`src/rtl/stage_m_lsu.sv`:
```
// M-stage load/store unit: drives a req/ack data bus and fills the M/W pipeline register.
// Define LSU_BUS_TIMEOUT_EN to abort a WAIT after TIMEOUT_CYCLES with EXC_DBE.
module stage_m_lsu #(
  parameter logic [4:0]  EXC_ADEL       = 5'd4,
  parameter logic [4:0]  EXC_ADES       = 5'd5,
  parameter logic [4:0]  EXC_DBE        = 5'd7,
  parameter int unsigned TIMEOUT_CYCLES = 16
) (
  input  logic        clk,
  input  logic        reset,
  input  logic        in_valid,
  input  logic        in_ld,
  input  logic        in_st,
  input  logic [1:0]  in_size,
  input  logic        in_sext,
  input  logic [31:0] in_addr,
  input  logic [31:0] in_sdata,
  input  logic [31:0] in_pc,
  input  logic [4:0]  in_exc,
  input  logic        in_we,
  input  logic [4:0]  in_waddr,
  input  logic [31:0] in_wdata,
  input  logic        stall_in,
  input  logic        flush,
  output logic        busy,
  output logic        bus_req,
  output logic        bus_we,
  output logic [31:0] bus_addr,
  output logic [3:0]  bus_be,
  output logic [31:0] bus_wdata,
  input  logic        bus_ack,
  input  logic [31:0] bus_rdata,
  output logic        w_valid,
  output logic [31:0] w_pc,
  output logic [4:0]  w_exc,
  output logic        w_we,
  output logic [4:0]  w_waddr,
  output logic [31:0] w_data
);

  typedef enum logic [1:0] {StIdle, StWait, StHold} stateT;

  stateT       state;
  logic        mem, misalign, issue, reqRaw, done, err, errNow, timeout, flushing;
  logic        flushSeen, heldErr, loadDone;
  logic [4:0]  exc, excFinal;
  logic [31:0] sh, rdExt, heldData, wDataNext;

  always_comb begin
    mem = in_valid & (in_ld | in_st);
    case (in_size)
      2'd0:    misalign = 1'b0;
      2'd1:    misalign = in_addr[0];
      default: misalign = |in_addr[1:0];
    endcase
    if (in_exc != 5'd0)         exc = in_exc;
    else if (mem && misalign)   exc = in_ld ? EXC_ADEL : EXC_ADES;
    else                        exc = 5'd0;
    issue = mem & (exc == 5'd0) & ~flush;
  end

`ifdef LSU_BUS_TIMEOUT_EN
  logic [4:0] cnt;

  // Counter sits at zero outside WAIT, so it is cleared on every WAIT entry.
  always_ff @(posedge clk) begin
    if (reset || state != StWait)         cnt <= 5'd0;
    else if (cnt != 5'(TIMEOUT_CYCLES))   cnt <= cnt + 5'd1;
  end

  assign timeout = (state == StWait) & (cnt == 5'(TIMEOUT_CYCLES)) & ~bus_ack;
`else
  assign timeout = 1'b0 & (TIMEOUT_CYCLES != 0);
`endif

  always_comb begin
    reqRaw   = ((state == StIdle) & issue) | ((state == StWait) & ~timeout);
    done     = ((state == StIdle) & issue & bus_ack) | ((state == StWait) & (bus_ack | timeout));
    err      = timeout;
    flushing = flush | flushSeen;
    busy     = ~reset & (((state == StIdle) & issue & ~bus_ack) |
                         ((state == StWait) & ~bus_ack & ~timeout));

    bus_req   = ~reset & reqRaw;
    bus_we    = bus_req & in_st;
    bus_addr  = bus_req ? {in_addr[31:2], 2'b00} : 32'd0;
    bus_be    = 4'd0;
    bus_wdata = 32'd0;
    if (bus_req) begin
      case (in_size)
        2'd0: begin
          bus_be    = 4'b0001 << in_addr[1:0];
          bus_wdata = {4{in_sdata[7:0]}};
        end
        2'd1: begin
          bus_be    = in_addr[1] ? 4'b1100 : 4'b0011;
          bus_wdata = {2{in_sdata[15:0]}};
        end
        default: begin
          bus_be    = 4'b1111;
          bus_wdata = in_sdata;
        end
      endcase
    end
  end

  always_comb begin
    sh = bus_rdata >> {in_addr[1:0], 3'b000};
    case (in_size)
      2'd0:    rdExt = in_sext ? {{24{sh[7]}}, sh[7:0]} : {24'd0, sh[7:0]};
      2'd1:    rdExt = in_sext ? {{16{sh[15]}}, sh[15:0]} : {16'd0, sh[15:0]};
      default: rdExt = sh;
    endcase

    // In HOLD the bus is idle; the latched result stands in for bus_rdata.
    errNow   = (state == StHold) ? heldErr : err;
    loadDone = mem & in_ld & (exc == 5'd0) & ((state == StHold) | done);
    if (exc != 5'd0)  excFinal = exc;
    else if (errNow)  excFinal = EXC_DBE;
    else              excFinal = 5'd0;

    if (errNow)         wDataNext = 32'd0;
    else if (loadDone)  wDataNext = (state == StHold) ? heldData : rdExt;
    else                wDataNext = in_wdata;
  end

  always_ff @(posedge clk) begin
    if (reset) begin
      state     <= StIdle;
      flushSeen <= 1'b0;
      heldData  <= 32'd0;
      heldErr   <= 1'b0;
      w_valid   <= 1'b0;
      w_pc      <= 32'd0;
      w_exc     <= 5'd0;
      w_we      <= 1'b0;
      w_waddr   <= 5'd0;
      w_data    <= 32'd0;
    end else begin
      case (state)
        StIdle: begin
          if (issue && !bus_ack) begin
            state <= StWait;
          end else if (issue && stall_in) begin
            state    <= StHold;
            heldData <= rdExt;
            heldErr  <= 1'b0;
          end
        end
        StWait: begin
          if (done) begin
            flushSeen <= 1'b0;
            if (flushing || !stall_in) begin
              state <= StIdle;
            end else begin
              state    <= StHold;
              heldData <= rdExt;
              heldErr  <= err;
            end
          end else if (flush) begin
            flushSeen <= 1'b1;
          end
        end
        StHold: begin
          if (!stall_in) state <= StIdle;
        end
        default: state <= StIdle;
      endcase

      // A flushed in-flight access is discarded even if the pipe is stalled.
      if (((state == StWait) && done && flushing) || (!stall_in && !busy && flush)) begin
        w_valid <= 1'b0;
        w_pc    <= 32'd0;
        w_exc   <= 5'd0;
        w_we    <= 1'b0;
        w_waddr <= 5'd0;
        w_data  <= 32'd0;
      end else if (!stall_in && !busy) begin
        w_valid <= in_valid;
        w_pc    <= in_pc;
        w_exc   <= excFinal;
        w_we    <= in_we & (excFinal == 5'd0);
        w_waddr <= in_waddr;
        w_data  <= wDataNext;
      end
    end
  end

endmodule

```
`config.mk`:
```
export PLATFORM = sky130hd
export DESIGN_NAME = stage_m_lsu
export DESIGN_NICKNAME = d
export VERILOG_FILES = /design/src/rtl/stage_m_lsu.sv
export SDC_FILE = /design/constraint.sdc
export NUM_CORES = 1
export LEC_CHECK = 0
export CORE_MARGIN = 4
export CORE_UTILIZATION = 40
export CTS_CLUSTER_SIZE = 40
export DETAILED_ROUTE_END_ITERATION = 7
export PLACE_DENSITY_LB_ADDON = 0.08
export SLEW_MARGIN = 5
export SYNTH_ARGS = -nofsm -noshare
export SYNTH_HDL_FRONTEND = slang
export SYNTH_SLANG_ARGS = --single-unit
```
`constraint.sdc`:
```
create_clock -name clk -period 3.4 [get_ports clk]
set_clock_uncertainty 0.05 [all_clocks]
set_input_delay 0.68 -clock clk [delete_from_list [all_inputs] [get_ports clk]]
set_output_delay 0.68 -clock clk [all_outputs]
set_load 0.02 [all_outputs]
```
==> run metrics, run 1 <==
Synth area leaders dfxtp_1 37%, a21oi_1 11%, nand2_1 10%, mux2i_1 7.3%, nor2_1 4.7%; Synth top cells by count 169 x nand2_1, 136 x a21oi_1, 111 x dfxtp_1; Lkg Pwr 4.07 nW; VDD IR max 0.000274 V; Worst Hold Class register to register; final setup margin -0.00933 ns; final hold vios 0; nets 1310; Multi-input gate area 3580 µm²; DRC 0; via/cell ratio 5.29; FF-to-FF End w_data[9]$_SDFFE_PP0P_; Bufs and invs on worst path 6; crit path from in_exc[4]; Core Box Area 14700 µm²; Worst path top cell family by delay simple AND/OR/NAND/NOR gates; H-Tree Depth 3; pre-CTS setup slack -0.797 ns; Worst setup SP type input port; Post-synth ARST share 0; sequential share of the synthesized area 0.367; synthesized area 6050 µm²; CTS Hold Bufs 0; RSZ-0062 raised after global routing true; # IOs 329; CTS tree yes; GRT overflow 0; min-delay src heldData[11]$_SDFFE_PP0P_; DR vias 6966; area leader, netlist dfxtp_1; antenna violations before repair 0; chip height 131 µm; CP max stage cell or4_4; worst rel slew slack 0.375; Critical Path RT 2.67 ns; clock network power share 0.346; crit path DAT 2.68 ns; Die ar. 17200 µm²; status finished with violations; flop2flop setup slack 0.95 ns; die width 131 µm; max-cap viol count 0; Layout Utilization 0.686; critical path endpoint bus_addr[7]; failing checks setup timing; RR Startpoint state[1]$_SDFFE_PP0P_; Switching Power 0.870 mW; Total Routing Usage GR 0.261; critical path class input port to output port; Final min period 3.41 ns; Reg area 2220 µm²; Flop pwr share 0.429; Critical Path Max Stage Delay 0.56 ns; DRT iter0 DRCs 453; Final HPWL DP 17200 µm; Post-Synthesis Cells 814; Initial Util 0.412; Reg clk slew, reported paths 0.08 ns; switching part of the total 0.273; latest clock arrival within the worst-skew pair 0.35 ns; number of flops mapped to enable cells by yosys 0; count of different cell masters after synthesis 48; # rows 44; Pwr Density 316 nW/µm²; Final period util 1.00; CTS Buffer Depth 2; Worst path depth 10; cell mode on critical path buf_6; first-pass iteration count of the detailed router 5; Seq cells post-synth 111; area growth from synthesis to layout 66.5%; Synth Flop Type dfxtp_1; final setup violation count 5; Sink Count 111; most frequent cell after synthesis nand2_1; Critical Path, Cell by Cell buf_6 -> or4_4 -> a2111o_1 -> a211o_1 -> inv_2 -> buf_6 -> buf_6 -> buf_16 -> and2_4 -> buf_6; top-area cell type share of the netlist area 0.367; share of cells above drive strength 1 0.178; CTS Buf Count 9; synth warn 0; FF-to-FF path depth 9; Root Buffer clkbuf_16; ANT nets after route 0; Pint 2.32 mW; crit-path max FO 5; fillers 1281; Avg WL per Cell 17.6 µm; final wirelength 23100 µm; hold slack final 0.402 ns; Syn Area/Cell 7.43 µm²; max-slew violations 0; Worst-Margin Slew 0.938 ns; Logic pwr share 0.225; fmax 293 MHz; largest net degree at the start of global routing 49; ant diodes 0; crit path capture type output port; IO buf count 326; gp weighted congestion 0.914; vias in the first global route 6540; first-pass GRT wire length 35400 µm
## through the flow
stage / setup TNS [ns] / power (mW) / instance area, µm² / cells
2_1_floorplan: 0 / 1.70 / 6060 / 815
3_3_place_gp: -59.74 / 2.10 / 9590 / 1291
5_1_grt: -1.03 / 3.31 / 10100 / 1317
3_5_place_dp: -61.95 / 2.11 / 9590 / 1291
6_report: -0.0350 / 3.19 / 10100 / 1317
4_1_cts: 0 / 3.20 / 10100 / 1317
## worst min-delay path, delay by kind of cell, from the launching register on
family          cells  cell delay, ns
compound gates      1            0.05
flops               1            0.31
simple gates        1            0.05
## power by group through the flow
stage | clock network, mW | registers [mW] | logic (mW)
after floorplan | 0 | 1.46 | 0.246
after global placement | 0 | 1.40 | 0.708
after detailed placement | 0 | 1.40 | 0.709
after CTS | 1.12 | 1.37 | 0.713
after global routing | 1.17 | 1.37 | 0.767
final | 1.10 | 1.37 | 0.716
## cells in the final DEF, fill, tap and decap left out, types with 14 or more instances in the layout
cell type / count
a311oi_1: 25
a21oi_1: 136
buf_6: 45
nor2_1: 75
nand3_1: 20
mux2_2: 14
mux2i_1: 44
clkdlybuf4s50_1: 247
and2_4: 32
o21ai_0: 39
buf_2: 24
buf_4: 38
dfxtp_1: 111
nand2_1: 169
## sequential cells by signal, indices dropped and copies added (netlist names)
register and cells:
w_we 1, w_valid 1, w_data 32, w_pc 32, w_exc 5, flushSeen 1
state 2, heldData 32, w_waddr 5
## area by class of cell
| type | instances | share of cell area |
|---|---|---|
| well taps | 184 | 0.0228 |
| inverters | 5 | 0.00186 |
| multi-input cells | 626 | 0.355 |
| clock inverters | 6 | 0.00795 |
| clock buffers | 10 | 0.0227 |
| repair buffers | 375 | 0.369 |
| flip-flops and latches | 111 | 0.220 |
## kinds of logic after synthesis
family / after synthesis / share of synthesized area
and+or+nand+nor: 334 / 0.243
DFF: 111 / 0.367
other: 1 / 0.000620
AOI/OAI and AO/OA: 228 / 0.219
muxes: 62 / 0.110
buffers and inverters: 78 / 0.0608
## worst min-delay path by stage
stage | depth (start not counted) | slack (ns) | end
floorplan | 2 | 0.38 | heldData[10]$_SDFFE_PP0P_
finish | 2 | 0.40 | heldData[11]$_SDFFE_PP0P_
global route | 2 | 0.42 | heldData[13]$_SDFFE_PP0P_
global placement | 2 | 0.39 | heldData[8]$_SDFFE_PP0P_
CTS | 2 | 0.40 | heldData[13]$_SDFFE_PP0P_
detailed placement | 2 | 0.39 | w_we$_SDFFE_PP0P_
## routing by layer
metal	track usage	vias up	wire, µm
met1	0.344	3205	9930
met3	0.0642	33	1930
li1	-	3429	-
met5	0	-	0
met2	0.422	299	10800
met4	0.0786	0	527
## what timing repair did
item	CTS	global route
cloned	4	1
resized for setup	367	39
endpoints found under the setup margin	69	59
pin swaps	9	4
buffers inserted	6	1
Note: power is estimated with default switching activity, not from simulation.
==> inputs of run 2 (changes only) <==
==> constraint.sdc (replaced) <==
create_clock -name clk -period 3.6 [get_ports clk]
set_clock_uncertainty 0.05 [all_clocks]
set_input_delay 0.72 -clock clk [delete_from_list [all_inputs] [get_ports clk]]
set_output_delay 0.72 -clock clk [all_outputs]
set_load 0.02 [all_outputs]
==> run 2 against run 1 <==
The run now ends clean. Total power shrank 5.9%. Non-clock buffer count down 4. Sequential cell count stayed put. Utilization shrank 0.90 points. Hold slack worse by 0.0012 ns. Critical path type unchanged. Critical endpoint is now bus_wdata[9].
==> run metrics, run 2 (synthesis gave the netlist of run 1 again) <==
Bufs and invs on worst path 4 (-2); Largest regs heldData x32, w_data x32, w_pc x32; first-pass iteration count of the detailed router 5 (unchanged); Lkg Pwr 4.05 nW (-0.63%); final wirelength 23200 µm (+0.27%); nets 1306 (-0.31%); ANT nets after route 0 (unchanged); die width 131 µm (unchanged); # rows 44 (unchanged); first-pass GRT wire length 35000 µm (-1.2%); CTS Hold Bufs 0 (unchanged); Final min period 3.53 ns; worst rel slew slack 0.400 (+0.0258); Reg clk slew, reported paths 0.07 ns (about the same); IO buf count 326 (unchanged); CP max stage cell or4_4; final setup violation count 0 (-5); crit path DAT 2.76 ns (+0.08 ns); latest clock arrival within the worst-skew pair 0.35 ns (about the same); CTS tree yes; Pwr Density 301 nW/µm² (-4.6%); cell mode on critical path buf_4; Layout Utilization 0.677 (-0.00902); Hold EP heldData[9]$_SDFFE_PP0P_; FF-to-FF End w_data[9]$_SDFFE_PP0P_; Final period util 0.981; H-Tree Depth 3 (unchanged); VDD IR max 0.000234 V (-15%); DR vias 6894 (-1.0%); Initial Util 0.412 (unchanged); Layout Cells excl Fill 1313 (-0.30%); Core Box Area 14700 µm² (unchanged); Total Routing Usage GR 0.260 (-0.000973); share of cells above drive strength 1 0.167 (-0.0118); Critical Path RT 2.83 ns (+0.16 ns); Cells after DPL 1288 (-0.23%); crit path from in_exc[0]; flop2flop setup slack 1.17 ns (+0.22 ns); RR Startpoint state[1]$_SDFFE_PP0P_; DRC 0 (unchanged); Die ar. 17200 µm² (unchanged); status completed; Worst path depth 8 (-2); Final HPWL DP 17300 µm (+0.65%); fillers 1262 (-1.5%); RSZ-0062 raised after global routing true; Worst-Margin Slew 0.900 ns (-0.0387 ns); Root Buffer clkbuf_16; critical path class input port to output port; DRT iter0 DRCs 475 (+4.9%); commonest non-fill, non-tap cell in the layout clkdlybuf4s50_1; max-slew violations 0 (unchanged); antenna violations before repair 0 (unchanged); GRT overflow 0 (unchanged); largest net degree at the start of global routing 49 (unchanged); via/cell ratio 5.25 (-0.73%); Worst path top cell family by delay compound AO/OA/AOI/OAI gates; Worst setup SP type input port; CTS Buf Count 9 (unchanged); crit path capture type output port; final hold vios 0 (unchanged); Worst Hold Class register to register; FF-to-FF path depth 9 (unchanged); chip height 131 µm (unchanged); most frequent cells in the layout 248 x clkdlybuf4s50_1, 169 x nand2_1, 135 x a21oi_1; # IOs 329 (unchanged); min-delay src heldData[9]$_SDFFE_PP0P_; Critical Path Max Stage Delay 0.55 ns (about the same); gp weighted congestion 0.922 (+0.86%); max-cap viol count 0 (unchanged); vias in the first global route 6387 (-2.3%); hold depth 2 (unchanged); fmax 283 MHz; CTS Buffer Depth 2 (unchanged); hold slack final 0.401 ns (-0.00123 ns); Avg WL per Cell 17.7 µm (+0.58%); ant diodes 0 (unchanged); area growth from synthesis to layout 64.3%; Sink Count 111 (unchanged); Critical Path, Cell by Cell clkbuf_2 -> or4_4 -> a2111o_1 -> a211o_1 -> buf_4 -> buf_4 -> a21oi_1 -> buf_4; crit-path max FO 17 (+12)
-- run 2: cell count changes in the layout (fill, tap and decap cells not counted), sizes merged --
cell / change
buf: -3
clkdlybuf4s15: -2
clkdlybuf4s50: +1
clkinv: +1
clkinvlp: -1
dlygate4sd2: -5
dlymetal6s2s: +4
inv: +1
-- run 2: metrics by stage --
| stage | TNS, ns | setup WS (ns) | cell area [µm²] | power, mW |
|---|---|---|---|---|
| floorplan | 0 | 0.127 | 6060 | 1.61 |
| global placement | -40.89 | -0.657 | 9570 | 1.99 |
| detailed placement | -42.56 | -0.677 | 9570 | 1.99 |
| CTS | 0 | 0.00175 | 9920 | 3.02 |
| global route | -0.0664 | -0.0199 | 9950 | 3.12 |
| finish | 0 | 0.0683 | 9950 | 3.00 |
-- run 2: routing by layer --
layer | vias up | global-route usage | wire (µm)
met5 | - | 0 | 0
met4 | 0 | 0.0702 | 494
met3 | 34 | 0.0711 | 2140
met2 | 291 | 0.417 | 10800
met1 | 3142 | 0.344 | 9770
li1 | 3427 | - | -
-- run 2: where the power goes --
group / total, mW / internal, mW / leakage (nW) / switching, mW
logic: 0.672 / 0.360 / 2.99 / 0.312
registers: 1.29 / 1.27 / 0.906 / 0.0205
clock network: 1.03 / 0.549 / 0.152 / 0.485
-- run 2: worst max path at each step --
stage / end
finish: bus_wdata[9]
global route: bus_be[1]
CTS: bus_addr[19]
detailed placement: bus_addr[13]
global placement: bus_addr[12]
floorplan: bus_addr[30]
-- run 2: tightest hold or removal path, cell delays in order (launching register included) --
cell and delay, ns:
dfxtp_1 0.31, nand2_1 0.05, a21oi_1 0.05
-- run 2: repair_timing --
action                                  in CTS  in global routing
endpoints found under the setup margin      69                 68
setup buffers                                7                  1
pin swaps                                    6                  5
resized for setup                          360                 29
hold endpoints to repair                     0                  0
cloned                                       3                  0
-- run 2: area by class of cell --
class                           instances  area, µm²  area share
Clock buffer                            9        225      0.0226
Clock inverter                          7       77.6     0.00780
Inverter                                5       18.8     0.00189
Multi-Input combinational cell        626       3550       0.357
Sequential cell                       111       2220       0.223
Tap cell                              184        230      0.0231
Timing Repair Buffer                  371       3620       0.364
